<file path="src/rtl/light_pkg.sv">
// Shared lamp encodings, fault codes and transition rules for the light-output bus monitor.
package light_pkg;

  localparam int unsigned LAMP_W = 3;

  localparam logic [LAMP_W-1:0] LAMP_R = 3'b100;
  localparam logic [LAMP_W-1:0] LAMP_Y = 3'b010;
  localparam logic [LAMP_W-1:0] LAMP_G = 3'b001;

  localparam logic ROAD_HWY  = 1'b0;
  localparam logic ROAD_FARM = 1'b1;

  typedef enum logic [2:0] {
    FC_NONE      = 3'd0,
    FC_ENC       = 3'd1,
    FC_CONFLICT  = 3'd2,
    FC_BAD_TRANS = 3'd3,
    FC_YEL_SHORT = 3'd4,
    FC_YEL_LONG  = 3'd5
  } fault_code_e;

  typedef struct packed {
    fault_code_e code;
    logic        road;
  } fault_t;

  function automatic logic is_one_hot(input logic [LAMP_W-1:0] v);
    return (v == LAMP_R) || (v == LAMP_Y) || (v == LAMP_G);
  endfunction

  // Only the normal colour sequence G->Y->R->G is a legal change.
  function automatic logic trans_legal(input logic [LAMP_W-1:0] from_v,
                                       input logic [LAMP_W-1:0] to_v);
    return ((from_v == LAMP_G) && (to_v == LAMP_Y)) ||
           ((from_v == LAMP_Y) && (to_v == LAMP_R)) ||
           ((from_v == LAMP_R) && (to_v == LAMP_G));
  endfunction

endpackage

</file>
<file path="src/rtl/lamp_checker.sv">
// Per-road lamp checker: tracks previous colour and yellow dwell, flags encoding,
// transition and dwell violations combinationally for the sample being taken this edge.
module lamp_checker
  import light_pkg::*;
#(
  parameter int unsigned YEL_MIN = 3,
  parameter int unsigned YEL_MAX = 10,
  parameter int unsigned CNT_W   = 4
) (
  input  logic              clk,
  input  logic              rst_n,
  input  logic [LAMP_W-1:0] lamp_i,
  output logic              enc_c,
  output logic              bad_trans_c,
  output logic              yel_short_c,
  output logic              yel_long_c,
  output logic              valid_c,
  output logic              red_c
);

  logic [LAMP_W-1:0] prev_q;
  logic              prev_valid_q;
  logic [CNT_W-1:0]  cnt_q;
  logic [CNT_W-1:0]  cnt_d;

  always_comb begin
    valid_c     = is_one_hot(lamp_i);
    red_c       = (lamp_i == LAMP_R);
    enc_c       = !valid_c;
    bad_trans_c = 1'b0;
    yel_short_c = 1'b0;
    yel_long_c  = 1'b0;
    cnt_d       = '0;

    // Dwell count includes the current yellow sample and saturates at all-ones.
    if (lamp_i == LAMP_Y) begin
      cnt_d = (&cnt_q) ? cnt_q : cnt_q + CNT_W'(1);
    end

    bad_trans_c = prev_valid_q && valid_c && (lamp_i != prev_q) &&
                  !trans_legal(prev_q, lamp_i);
    yel_short_c = (prev_q == LAMP_Y) && (lamp_i == LAMP_R) &&
                  (cnt_q < CNT_W'(YEL_MIN));
    yel_long_c  = (lamp_i == LAMP_Y) && (cnt_d >= CNT_W'(YEL_MAX));
  end

  always_ff @(posedge clk or negedge rst_n) begin
    if (!rst_n) begin
      prev_q       <= LAMP_R;
      prev_valid_q <= 1'b1;
      cnt_q        <= '0;
    end else begin
      prev_q       <= lamp_i;
      prev_valid_q <= valid_c;
      cnt_q        <= cnt_d;
    end
  end

endmodule

</file>
<file path="src/rtl/light_monitor.sv">
// Light-output bus monitor: latches the first lamp fault and requests fail-safe all-red.
// Optional flashing-red drive on FLASH is built when LIGHT_MONITOR_FLASH_EN is defined.
module light_monitor
  import light_pkg::*;
#(
  parameter int unsigned YEL_MIN = 3,
  parameter int unsigned YEL_MAX = 10,
  parameter int unsigned CNT_W   = 4
`ifdef LIGHT_MONITOR_FLASH_EN
  ,
  parameter int unsigned FLASH_HALF = 8
`endif
) (
  input  logic              Clk,
  input  logic              RS,
  input  logic [LAMP_W-1:0] FARMTR,
  input  logic [LAMP_W-1:0] HIGHWAYTR,
  input  logic              CLR,
  output logic              FAULT,
  output logic [2:0]        FAULT_CODE,
  output logic              FAULT_ROAD,
  output logic              FAILSAFE,
  output logic              FLASH
);

  logic h_enc, h_bad, h_short, h_long, h_valid, h_red;
  logic f_enc, f_bad, f_short, f_long, f_valid, f_red;

  lamp_checker #(.YEL_MIN(YEL_MIN), .YEL_MAX(YEL_MAX), .CNT_W(CNT_W)) u_hwy (
    .clk        (Clk),
    .rst_n      (RS),
    .lamp_i     (HIGHWAYTR),
    .enc_c      (h_enc),
    .bad_trans_c(h_bad),
    .yel_short_c(h_short),
    .yel_long_c (h_long),
    .valid_c    (h_valid),
    .red_c      (h_red)
  );

  lamp_checker #(.YEL_MIN(YEL_MIN), .YEL_MAX(YEL_MAX), .CNT_W(CNT_W)) u_farm (
    .clk        (Clk),
    .rst_n      (RS),
    .lamp_i     (FARMTR),
    .enc_c      (f_enc),
    .bad_trans_c(f_bad),
    .yel_short_c(f_short),
    .yel_long_c (f_long),
    .valid_c    (f_valid),
    .red_c      (f_red)
  );

  logic   conflict_c;
  logic   viol_c;
  fault_t new_c;
  fault_t fault_q, fault_d;
  logic   active_q, active_d;

  // Lowest fault code wins; within a code the highway road wins.
  always_comb begin
    conflict_c    = h_valid && f_valid && !h_red && !f_red;
    viol_c        = 1'b1;
    new_c.code    = FC_NONE;
    new_c.road    = ROAD_HWY;
    if (h_enc) begin
      new_c.code = FC_ENC;
    end else if (f_enc) begin
      new_c.code = FC_ENC;
      new_c.road = ROAD_FARM;
    end else if (conflict_c) begin
      new_c.code = FC_CONFLICT;
    end else if (h_bad) begin
      new_c.code = FC_BAD_TRANS;
    end else if (f_bad) begin
      new_c.code = FC_BAD_TRANS;
      new_c.road = ROAD_FARM;
    end else if (h_short) begin
      new_c.code = FC_YEL_SHORT;
    end else if (f_short) begin
      new_c.code = FC_YEL_SHORT;
      new_c.road = ROAD_FARM;
    end else if (h_long) begin
      new_c.code = FC_YEL_LONG;
    end else if (f_long) begin
      new_c.code = FC_YEL_LONG;
      new_c.road = ROAD_FARM;
    end else begin
      viol_c = 1'b0;
    end
  end

  // Sticky first-fault latch; a violation coinciding with CLR replaces the old fault.
  always_comb begin
    fault_d  = fault_q;
    active_d = active_q;
    if (viol_c && (!active_q || CLR)) begin
      fault_d  = new_c;
      active_d = 1'b1;
    end else if (CLR) begin
      fault_d.code = FC_NONE;
      fault_d.road = ROAD_HWY;
      active_d     = 1'b0;
    end
  end

  always_ff @(posedge Clk or negedge RS) begin
    if (!RS) begin
      fault_q.code <= FC_NONE;
      fault_q.road <= ROAD_HWY;
      active_q     <= 1'b0;
    end else begin
      fault_q  <= fault_d;
      active_q <= active_d;
    end
  end

  assign FAULT      = active_q;
  assign FAILSAFE   = active_q;
  assign FAULT_CODE = fault_q.code;
  assign FAULT_ROAD = fault_q.road;

`ifdef LIGHT_MONITOR_FLASH_EN
  localparam int unsigned FW = $clog2(FLASH_HALF) + 1;

  logic          flash_q, flash_d;
  logic [FW-1:0] flash_cnt_q, flash_cnt_d;

  // Starts high when a fault is (re)latched, toggles every FLASH_HALF cycles.
  always_comb begin
    flash_d     = flash_q;
    flash_cnt_d = flash_cnt_q;
    if (!active_d) begin
      flash_d     = 1'b0;
      flash_cnt_d = '0;
    end else if (!active_q || CLR) begin
      flash_d     = 1'b1;
      flash_cnt_d = '0;
    end else if (flash_cnt_q == FW'(FLASH_HALF - 1)) begin
      flash_d     = !flash_q;
      flash_cnt_d = '0;
    end else begin
      flash_cnt_d = flash_cnt_q + FW'(1);
    end
  end

  always_ff @(posedge Clk or negedge RS) begin
    if (!RS) begin
      flash_q     <= 1'b0;
      flash_cnt_q <= '0;
    end else begin
      flash_q     <= flash_d;
      flash_cnt_q <= flash_cnt_d;
    end
  end

  assign FLASH = flash_q;
`else
  assign FLASH = 1'b0;
`endif

endmodule

</file>
<file path="config.mk">
export PLATFORM = sky130hd
export DESIGN_NAME = light_monitor
export DESIGN_NICKNAME = d
export VERILOG_FILES = /design/src/rtl/light_pkg.sv /design/src/rtl/lamp_checker.sv /design/src/rtl/light_monitor.sv
export SDC_FILE = /design/constraint.sdc
export NUM_CORES = 1
export LEC_CHECK = 0
export ABC_CLOCK_PERIOD_IN_PS = 2310
export BUFFER_PORTS_ARGS = -buffer_cell sky130_fd_sc_hd__buf_2
export CAP_MARGIN = 15
export CORE_MARGIN = 8
export CORE_UTILIZATION = 51
export DETAILED_ROUTE_END_ITERATION = 8
export GPL_TIMING_DRIVEN = 0
export PLACE_DENSITY_LB_ADDON = 0.25
export SYNTH_ARGS = -nofsm -noshare
export SYNTH_HDL_FRONTEND = slang
export SYNTH_SLANG_ARGS = --single-unit
</file>
<file path="constraint.sdc">
create_clock -name Clk -period 2.31 [get_ports Clk]
set_clock_uncertainty 0.15 [all_clocks]
set_input_delay 0.462 -clock Clk [delete_from_list [all_inputs] [get_ports Clk]]
set_output_delay 0.462 -clock Clk [all_outputs]
set_load 0.01 [all_outputs]
</file>
* Word-level counts from Yosys, hierarchy flattened
Index checks and enable logic that the tools add are counted.
Word-level totals: bits in registers 21, input bits 9, output and inout bits 7, word-level logic and storage cells 105
Cells by class: $add $sub $neg 2, order comparisons 4, equal/unequal tests 14, mux-type cells 39, reduce and logical (&&, ||, !) cells 37
Operators with widths (count):
- 4-bit two-way mux | 18
- 1-bit logical AND | 20
- 1-bit two-way mux | 16
- 3-bit two-way mux | 5
- 3-bit by 1-bit equality test with 1-bit output, second input constant | 4
- 3-bit by 2-bit equality test with 1-bit output, second input constant | 4
- 3-bit equality test, second input constant | 4
- 1-bit logical OR | 9
- 4-bit by 1-bit adder with 4-bit output, second input constant | 2
- 4-bit >= comparator, second input constant | 2
- 4-bit by 2-bit < comparator with 1-bit output, second input constant | 2
- 4-bit AND reduction | 2
- 3-bit inequality test | 2
- 1-bit zero test | 5
- 2-bit nonzero test | 1

* Depth between registers and ports, before layout
Gate-level depths: netlist of the first run.
depth in word-level cells 23, depth in mapped cells 8, gate-level depth less buffers 8

* Hierarchy
Synthesis of the first run repeated with hierarchy kept, for this count alone.
Second synthesis, totals: cell total of the unflattened synthesis 132, area total of the unflattened synthesis 1296.2 µm²
Modules (own cells, without submodules):
- lamp_checker | times used 2, cells each 47, area each 470.5 µm², sequential area each 202.7 µm²
- light_monitor | times used 1, cells each 38, area each 355.3 µm², sequential area each 125.1 µm²

* Worst setup path after synthesis of the first run
No wires, ideal clock.
path kind reg-to-reg, from register u_hwy.cnt_q[0], to register fault_q (netlist bit FAULT_CODE[0]), setup time 0.128 ns, arrival time 1.994 ns, required time 2.032 ns, path slack 0.038 ns, stages on the path, launching flop included 9, buffers on the path 0, period minus slack after synthesis 2.272 ns, cell sequence dfrtp_1 > ha_1 > nand2b_1 > a31oi_1 > or4_1 > nand2_2 > nor2_2 > a21oi_4 > mux2_1
On the way: longest elaborated chain between the ends 15, elaborated cells between the ends (all ways) 27, those cells by class add/sub: 1; order compare: 2; mux: 19; reduce/logical: 5
RTL lines:
- from (decl) | line lamp_checker.sv:23 | logic [CNT_W-1:0] cnt_q;
- from (signal assigned) | line lamp_checker.sv:55 | cnt_q <= cnt_d;
- 4-bit by 1-bit adder with 4-bit output / 4-bit AND reduction (equally long branches) | line lamp_checker.sv:37 | cnt_d = (&cnt_q) ? cnt_q : cnt_q + CNT_W'(1);
- 4-bit two-way mux | line lamp_checker.sv:37
- 4-bit two-way mux | line lamp_checker.sv:36 | if (lamp_i == LAMP_Y) begin
- 4-bit >= comparator | line lamp_checker.sv:44 | yel_long_c = (lamp_i == LAMP_Y) && (cnt_d >= CNT_W'(YEL_MAX));
- 1-bit logical AND | line lamp_checker.sv:44
- 1-bit two-way mux | line light_monitor.sv:82 | end else if (h_long) begin
- 1-bit two-way mux | line light_monitor.sv:79 | end else if (f_short) begin
- 1-bit two-way mux | line light_monitor.sv:77 | end else if (h_short) begin
- 1-bit two-way mux | line light_monitor.sv:74 | end else if (f_bad) begin
- 1-bit two-way mux | line light_monitor.sv:72 | end else if (h_bad) begin
- 1-bit two-way mux | line light_monitor.sv:70 | end else if (conflict_c) begin
- 1-bit two-way mux | line light_monitor.sv:67 | end else if (f_enc) begin
- 1-bit two-way mux | line light_monitor.sv:65 | if (h_enc) begin
- 1-bit logical AND | line light_monitor.sv:96 | if (viol_c && (!active_q || CLR)) begin
- 4-bit two-way mux / 2-bit nonzero test (equally long branches)
- to (signal assigned) | line light_monitor.sv:112 | fault_q <= fault_d;
- to (decl) | line light_monitor.sv:56 | fault_t fault_q, fault_d;
Parallel ways exist; a longest one is shown, timed or not. A chain may end at the register's enable or synchronous reset.

* Worst setup path in the final report of the first run
from register u_hwy.cnt_q[1], to register fault_q (netlist bit FAULT_ROAD)
The elaborated chain is that of the path after synthesis.

==> results of run 1 <==
## area by class of cell
type	instances	area, µm²	share of cell area (%)
plain buffers	8	57.56	3.660
clock buffers	4	26.28	1.671
inverters	3	11.26	0.7160
multi-input cells	107	784.5	49.88
flip-flops and latches	21	530.5	33.73
well taps	30	37.54	2.387
repair buffers	21	125.1	7.955
## sequential cells by signal, indices dropped and copies added, names as in the netlist
register             cells
FAILSAFE                 1
FAULT_ROAD               1
u_hwy.prev_q             3
u_farm.cnt_q             4
u_hwy.prev_valid_q       1
u_hwy.cnt_q              4
u_farm.prev_q            3
u_farm.prev_valid_q      1
FAULT_CODE               3
## power by group
part / internal, mW / total [mW] / switching [mW]
sequential: 0.389 / 0.401 / 0.0126
clock: 0.0671 / 0.174 / 0.107
combinational: 0.0665 / 0.137 / 0.0701
total: 0.522 / 0.712 / 0.190
## metrics by stage
| stage | setup TNS (ns) | total power, mW |
|---|---|---|
| global route | -0.1120 | 0.7515 |
| CTS | 0 | 0.7100 |
| detailed placement | -0.1929 | 0.5320 |
| finish | 0 | 0.7122 |
| floorplan | 0 | 0.4918 |
| global placement | -0.1706 | 0.5269 |
## worst max-delay path: cells and delay by family (launching register included)
kind	cells	cell delay, ns
AOI/OAI and AO/OA	2	0.26
and+or+nand+nor	4	0.75
DFF	1	0.43
muxes	1	0.31
adders and majority gates	1	0.28
## worst min-delay path by stage
stage	from	end	slack, ns	cells after the start
global route	FARMTR[2]	u_farm.prev_q[2]$_DFF_PN1_	0.10	1
finish	FARMTR[2]	u_farm.prev_q[2]$_DFF_PN1_	0.11	1
CTS	FARMTR[2]	u_farm.prev_q[2]$_DFF_PN1_	0.11	1
global placement	RS	u_farm.cnt_q[2]$_DFF_PN0_	0.30	1
floorplan	RS	FAILSAFE$_DFFE_PN0P_	0.02	0
detailed placement	RS	u_farm.prev_q[1]$_DFF_PN0_	0.30	1
## timing repair
item / CTS / global route
hold buffers: 1 / 0
setup buffers: 2 / 4
pin swaps: 2 / 7
hold endpoints to repair: 17 / 0
resized for setup: 2 / 13
setup endpoints to repair: 2 / 2
## logic make-up after synthesis
logic type               after synthesis  synth area share, %
multiplexers                           4                3.269
buffers and inverters                 11                5.288
flip-flops                            21                40.77
adder cells (fa/ha/maj)                2                1.923
other                                  1               0.2882
AO/OA/AOI/OAI                         29                15.39
XOR/XNOR                               9                6.058
AND/OR/NAND/NOR                       62                27.02
## placed cells by master (no fill, tap or decap), drive strengths merged, types with 2 or more instances in the layout
cell	instances
mux2	2
ha	2
dfstp	4
a31oi	6
buf	28
dfrtp	17
a21oi	3
mux2i	2
clkbuf	4
xnor2	8
nand4	3
nor4	2
nand2b	4
nor2	16
nor3b	2
inv	3
o21ai	13
o21a	2
nand2	8
nor3	4
nand3	7
nor2b	5
## per-layer routing
layer	global-route usage (%)	up-vias	share of wire (%)
met5	0	-	0
met3	2.013	2	3.9
met4	4.533	0	0.79
met2	21.83	13	52
li1	-	548	-
met1	14.13	528	43
==> impl_metrics.csv, run 1 <==
group,metric,value,unit
floorplanning,coreArea,2455,µm²
route,vias,1091,
logic_synthesis,avgSynthCellArea,9.361,µm²
sta,min_period_over_period,99.41,%
setup_path,path_max_fanout,3,
global_routing,grt_max_degree,22,
logic_synthesis,synthCells,139,
route,first_pass_iters,2,
setup_path,critPathLaunch,"u_hwy.cnt_q[1]$_DFF_PN0_",
layout,fillerInstances,206,
logic_synthesis,syn-num-nets,150,
sta,whs,0.1140,ns
layout,stdcell_area,1573,µm²
sta,hold_violations,0,
run_status,outcome,"completed",
floorplanning,initial_utilization,53.01,%
floorplanning,die_w,66.51,µm
setup_path,regToRegSetupSlack,0.01,ns
route,antenna_left,0,
layout,drive_gt1_share,31.10,%
route,post_drt_wl_per_cell,13.71,µm
clocking,clock_path_buffers,2,
logic_synthesis,async_reset_ff_share,100.0,%
setup_path,arrival,2.34,ns
sta,finalCriticalPeriod,2.296,ns
setup_path,r2r-end,"FAULT_ROAD$_DFFE_PN0P_",
placement,hpwl,1909,µm
route,vias_per_cell,5.624,
clocking,cts.sinks,21,
global_routing,grt_pass1_wl,4367,µm
floorplanning,io_pins,16,
logic_synthesis,synth_edf_count,0,
placement,placed_cell_area,1409,µm²
clocking,clk_pin_slew,0.12,ns
route,drt-initial-drc-count,24,
setup_path,crit_chain,"ha_4 -> nand2b_4 -> a31oi_4 -> or4_4 -> nand2_4 -> nor2_4 -> a21oi_4 -> mux2_4",
layout,stdcell_count,194,
route,drc_errors,0,
logic_synthesis,yosys.area.top_type,"dfrtp_1",
logic_synthesis,synth_top_area_share,32.69,%
global_routing,overflow,0,
placement,dp.cells,183,
setup_path,crit_required,2.35,ns
logic_synthesis,ys_top_cells_by_count,"dfrtp_1, nor2_1, o21ai_0",
clocking,cts_root_buf,"clkbuf_4",
logic_synthesis,yosys_warnings,0,
sta,fmax,435.5,MHz
layout,area.growth.synth_to_final,20.87,%
layout,nets,176,
sta,maxSlewViolCount,0,
floorplanning,row_count,18,
setup_path,rr_startpoint,"u_hwy.cnt_q[1]$_DFF_PN0_",
global_routing,antenna_found_initial,0,
logic_synthesis,ys_types,45,
clocking,cts_made_buffers,3,
global_routing,grt_pass1_vias,1047,
floorplanning,die_area,4424,µm²
sta,worst_slack,0.01366,ns
setup_path,slowest_stage,"or4_4",
setup_path,max_stage_delay,0.50,ns
route,drt_wl_total,2659,µm
logic_synthesis,synth-main-ff-cell,"dfrtp_1",
pwr,ir_drop,0.3904,mV
setup_path,path_class,"reg -> reg",
setup_path,cp-end-kind,"register",
clocking,cts-htree-levels,1,
pwr,leakagePower,0.6645,nW
hold_path,hp-class,"in -> reg",
sta,rsz0062_at_grt,"yes",
floorplanning,die_h,66.51,µm
setup_path,cp-endpoint,"FAULT_ROAD$_DFFE_PN0P_",
clocking,clk_latency,0.29,ns
pwr,p_per_area,452.9,nW/µm²
layout,diodes,0,
logic_synthesis,yosysSeqAreaShare,40.77,%
logic_synthesis,synth_seq_cells,21,
clocking,cts_tree,"built",
logic_synthesis,synth_area_leaders,"dfrtp_1, dfstp_2, xnor2_1",
run,max-cap-violations,0,
logic_synthesis,synth_area,1301,µm²
layout,finish.utilization,64.07,%
placement,port_buffers,14,
global_routing,grt_usage,12.20,%
setup_path,r2r_cells,8,
setup_path,cp-start-kind,"register",
sta,setup_viol,0,
placement,place_congestion,0.8157,
placement,dp_slack,-0.09838,ns
logic_synthesis,synth_most_common_cell,"dfrtp_1",
Note: power is estimated with default switching activity, not from simulation.
==> run 2: changes to the inputs <==
- CORE_UTILIZATION: 51 -> 54
- CTS_BUF_LIST: unset -> sky130_fd_sc_hd__clkbuf_8
==> impl_metrics.csv, run 2 (synthesized netlist as in run 1, its figures left out) <==
group,metric,value,unit
run_status,outcome,"complete, but fails checks",
run_status,violations,"hold timing",
route,wl_met2,1409,µm
global_routing,grt_usage,14.14,%
clocking,clk_pin_slew,0.08,ns
route,post_drt_wl_per_cell,14.54,µm
global_routing,grt_pass1_wl,4767,µm
global_routing,grt_max_degree,22,
floorplanning,die_area,4237,µm²
route,first_pass_iters,4,
layout,fillerInstances,177,
layout,final_common_cell,"dfrtp_1",
pwr,ir_drop,0.3415,mV
layout,area.growth.synth_to_final,16.44,%
clocking,cts-htree-levels,1,
sta,finalCriticalPeriod,2.262,ns
floorplanning,row_count,17,
setup_path,path_max_fanout,6,
sta,hold_violations,10,
layout,stdcell_count,188,
layout,diodes,0,
placement,place_congestion,0.8263,
sta,min_period_over_period,97.92,%
setup_path,arrival,2.26,ns
clocking,cts_root_buf,"clkbuf_8",
sta,fmax,442.1,MHz
pwr,leakagePower,0.6484,nW
sta,maxSlewViolCount,0,
layout,nets,172,
global_routing,antenna_found_initial,0,
setup_path,slowest_stage,"or4_1",
route,vias,1093,
global_routing,grt_pass1_vias,1097,
layout,top_regs,"u_farm.cnt_q x4, u_hwy.cnt_q x4",
placement,hpwl,2038,µm
setup_path,cp-start-kind,"register",
pwr,p_per_area,510.1,nW/µm²
clocking,cts_made_buffers,3,
floorplanning,die_h,65.09,µm
setup_path,cp-end-kind,"register",
setup_path,crit_required,2.31,ns
route,drt-met1-wl,1115,µm
clocking,cts_tree,"built",
setup_path,r2r_cells,9,
sta,setup_viol,0,
setup_path,max_stage_delay,0.43,ns
placement,dp_slack,-0.1156,ns
layout,stdcell_area,1515,µm²
sta,setup_tns,0,ns
run,max-cap-violations,0,
floorplanning,coreArea,2255,µm²
sta,rsz0062_at_grt,"yes",
floorplanning,initial_utilization,57.71,%
clocking,cts.sinks,21,
placement,dp.cells,181,
route,drc_errors,0,
clocking,clock_path_buffers,2,
route,drt_wl_total,2733,µm
floorplanning,die_w,65.09,µm
sta,whs,-0.003086,ns
route,route.met3.wl,141,µm
hold_path,hp-class,"in -> async",
placement,placed_cell_area,1406,µm²
setup_path,crit_chain,"ha_4 -> buf_4 -> nand2b_1 -> a31oi_1 -> or4_1 -> nand2_2 -> nor2_2 -> a21oi_4 -> mux2_4",
setup_path,path_class,"reg -> reg",
route,drt-initial-drc-count,41,
sta,worst_slack,0.04806,ns
layout,layout_common_cells,"dfrtp_1, buf_2, nor2_1",
route,antenna_left,0,
floorplanning,io_pins,16,
route,maxUsedRoutingLayer,"met4",
clocking,clk_latency,0.26,ns
global_routing,overflow,0,
route,vias_per_cell,5.814,
placement,port_buffers,14,
layout,drive_gt1_share,28.13,%
## run 2: changes by cell type in the layout (fill, tap and decap cells not counted), moves of 2 or more
cell      previous run  this run
buf_4               13        10
clkbuf_4             3         0
clkbuf_8             0         3
nand2_2              0         2
nand2_4              2         0
## run 2: final timing paths
path                                           start                          to  slack, ns
setup reg to reg            u_hwy.cnt_q[0]$_DFF_PN0_      FAULT_ROAD$_DFFE_PN0P_       0.05
max in group asynchronous                         RS   u_hwy.prev_q[2]$_DFF_PN1_       1.67
min in group Clk                           FARMTR[2]  u_farm.prev_q[2]$_DFF_PN1_       0.15
setup / recovery            u_hwy.cnt_q[0]$_DFF_PN0_      FAULT_ROAD$_DFFE_PN0P_       0.05
hold reg to reg            u_farm.cnt_q[3]$_DFF_PN0_   u_farm.cnt_q[3]$_DFF_PN0_       0.42
hold / removal                                    RS   FAULT_CODE[1]$_DFFE_PN0P_     -0.003
## run 2: power breakdown
group          switching (mW)  internal [mW]  total [mW]
Sequential             0.0128          0.388       0.401
Clock                   0.119          0.118       0.238
Combinational          0.0698         0.0640       0.134
Total                   0.202          0.571       0.773
## run 2: per-stage QoR
| stage | power [mW] | hold slack [ns] | util [%] |
|---|---|---|---|
| 3_5_place_dp | 0.5323 | 0.2980 | 62.38 |
| 5_1_grt | 0.8080 | 0.03784 | 67.20 |
| 6_report | 0.7729 | -0.003086 | 67.20 |
| 3_3_place_gp | 0.5268 | 0.2894 | 62.38 |
| 2_1_floorplan | 0.4918 | 0.01641 | - |
| 4_1_cts | 0.7719 | 0.01633 | 65.32 |
## run 2: critical path: cells and delay by family, from the launching register on
family                   cells  cell delay, ns
AND/OR/NAND/NOR              4            0.67
adder cells (fa/ha/maj)      1            0.20
AO/OA/AOI/OAI                2            0.26
multiplexers                 1            0.31
buffers and inverters        1            0.14
flip-flops                   1            0.42
## run 2: layout make-up
class	instances	area (µm²)	area share, %
plain buffers	8	57.56	3.799
clock buffers	3	41.29	2.725
clock inverters	1	3.754	0.2477
inverters	3	11.26	0.7432
multi-input cells	107	743.2	49.05
flip-flops and latches	21	530.5	35.01
well taps	28	35.03	2.312
repair buffers	17	92.59	6.111
## run 2: what timing repair did
item / CTS / global route
hold buffers: 0 / 0
pin swaps: 2 / 0
setup endpoints to repair: 2 / 2
endpoints found under the hold margin: 0 / 0
resized for setup: 2 / 6
setup buffers: 2 / 1
## run 2: metal layers
| layer | global-route usage, % | up-vias |
|---|---|---|
| li1 | - | 537 |
| met1 | 14.39 | 521 |
| met2 | 25.96 | 27 |
| met3 | 3.051 | 8 |
| met4 | 8.447 | 0 |
| met5 | 0 | - |
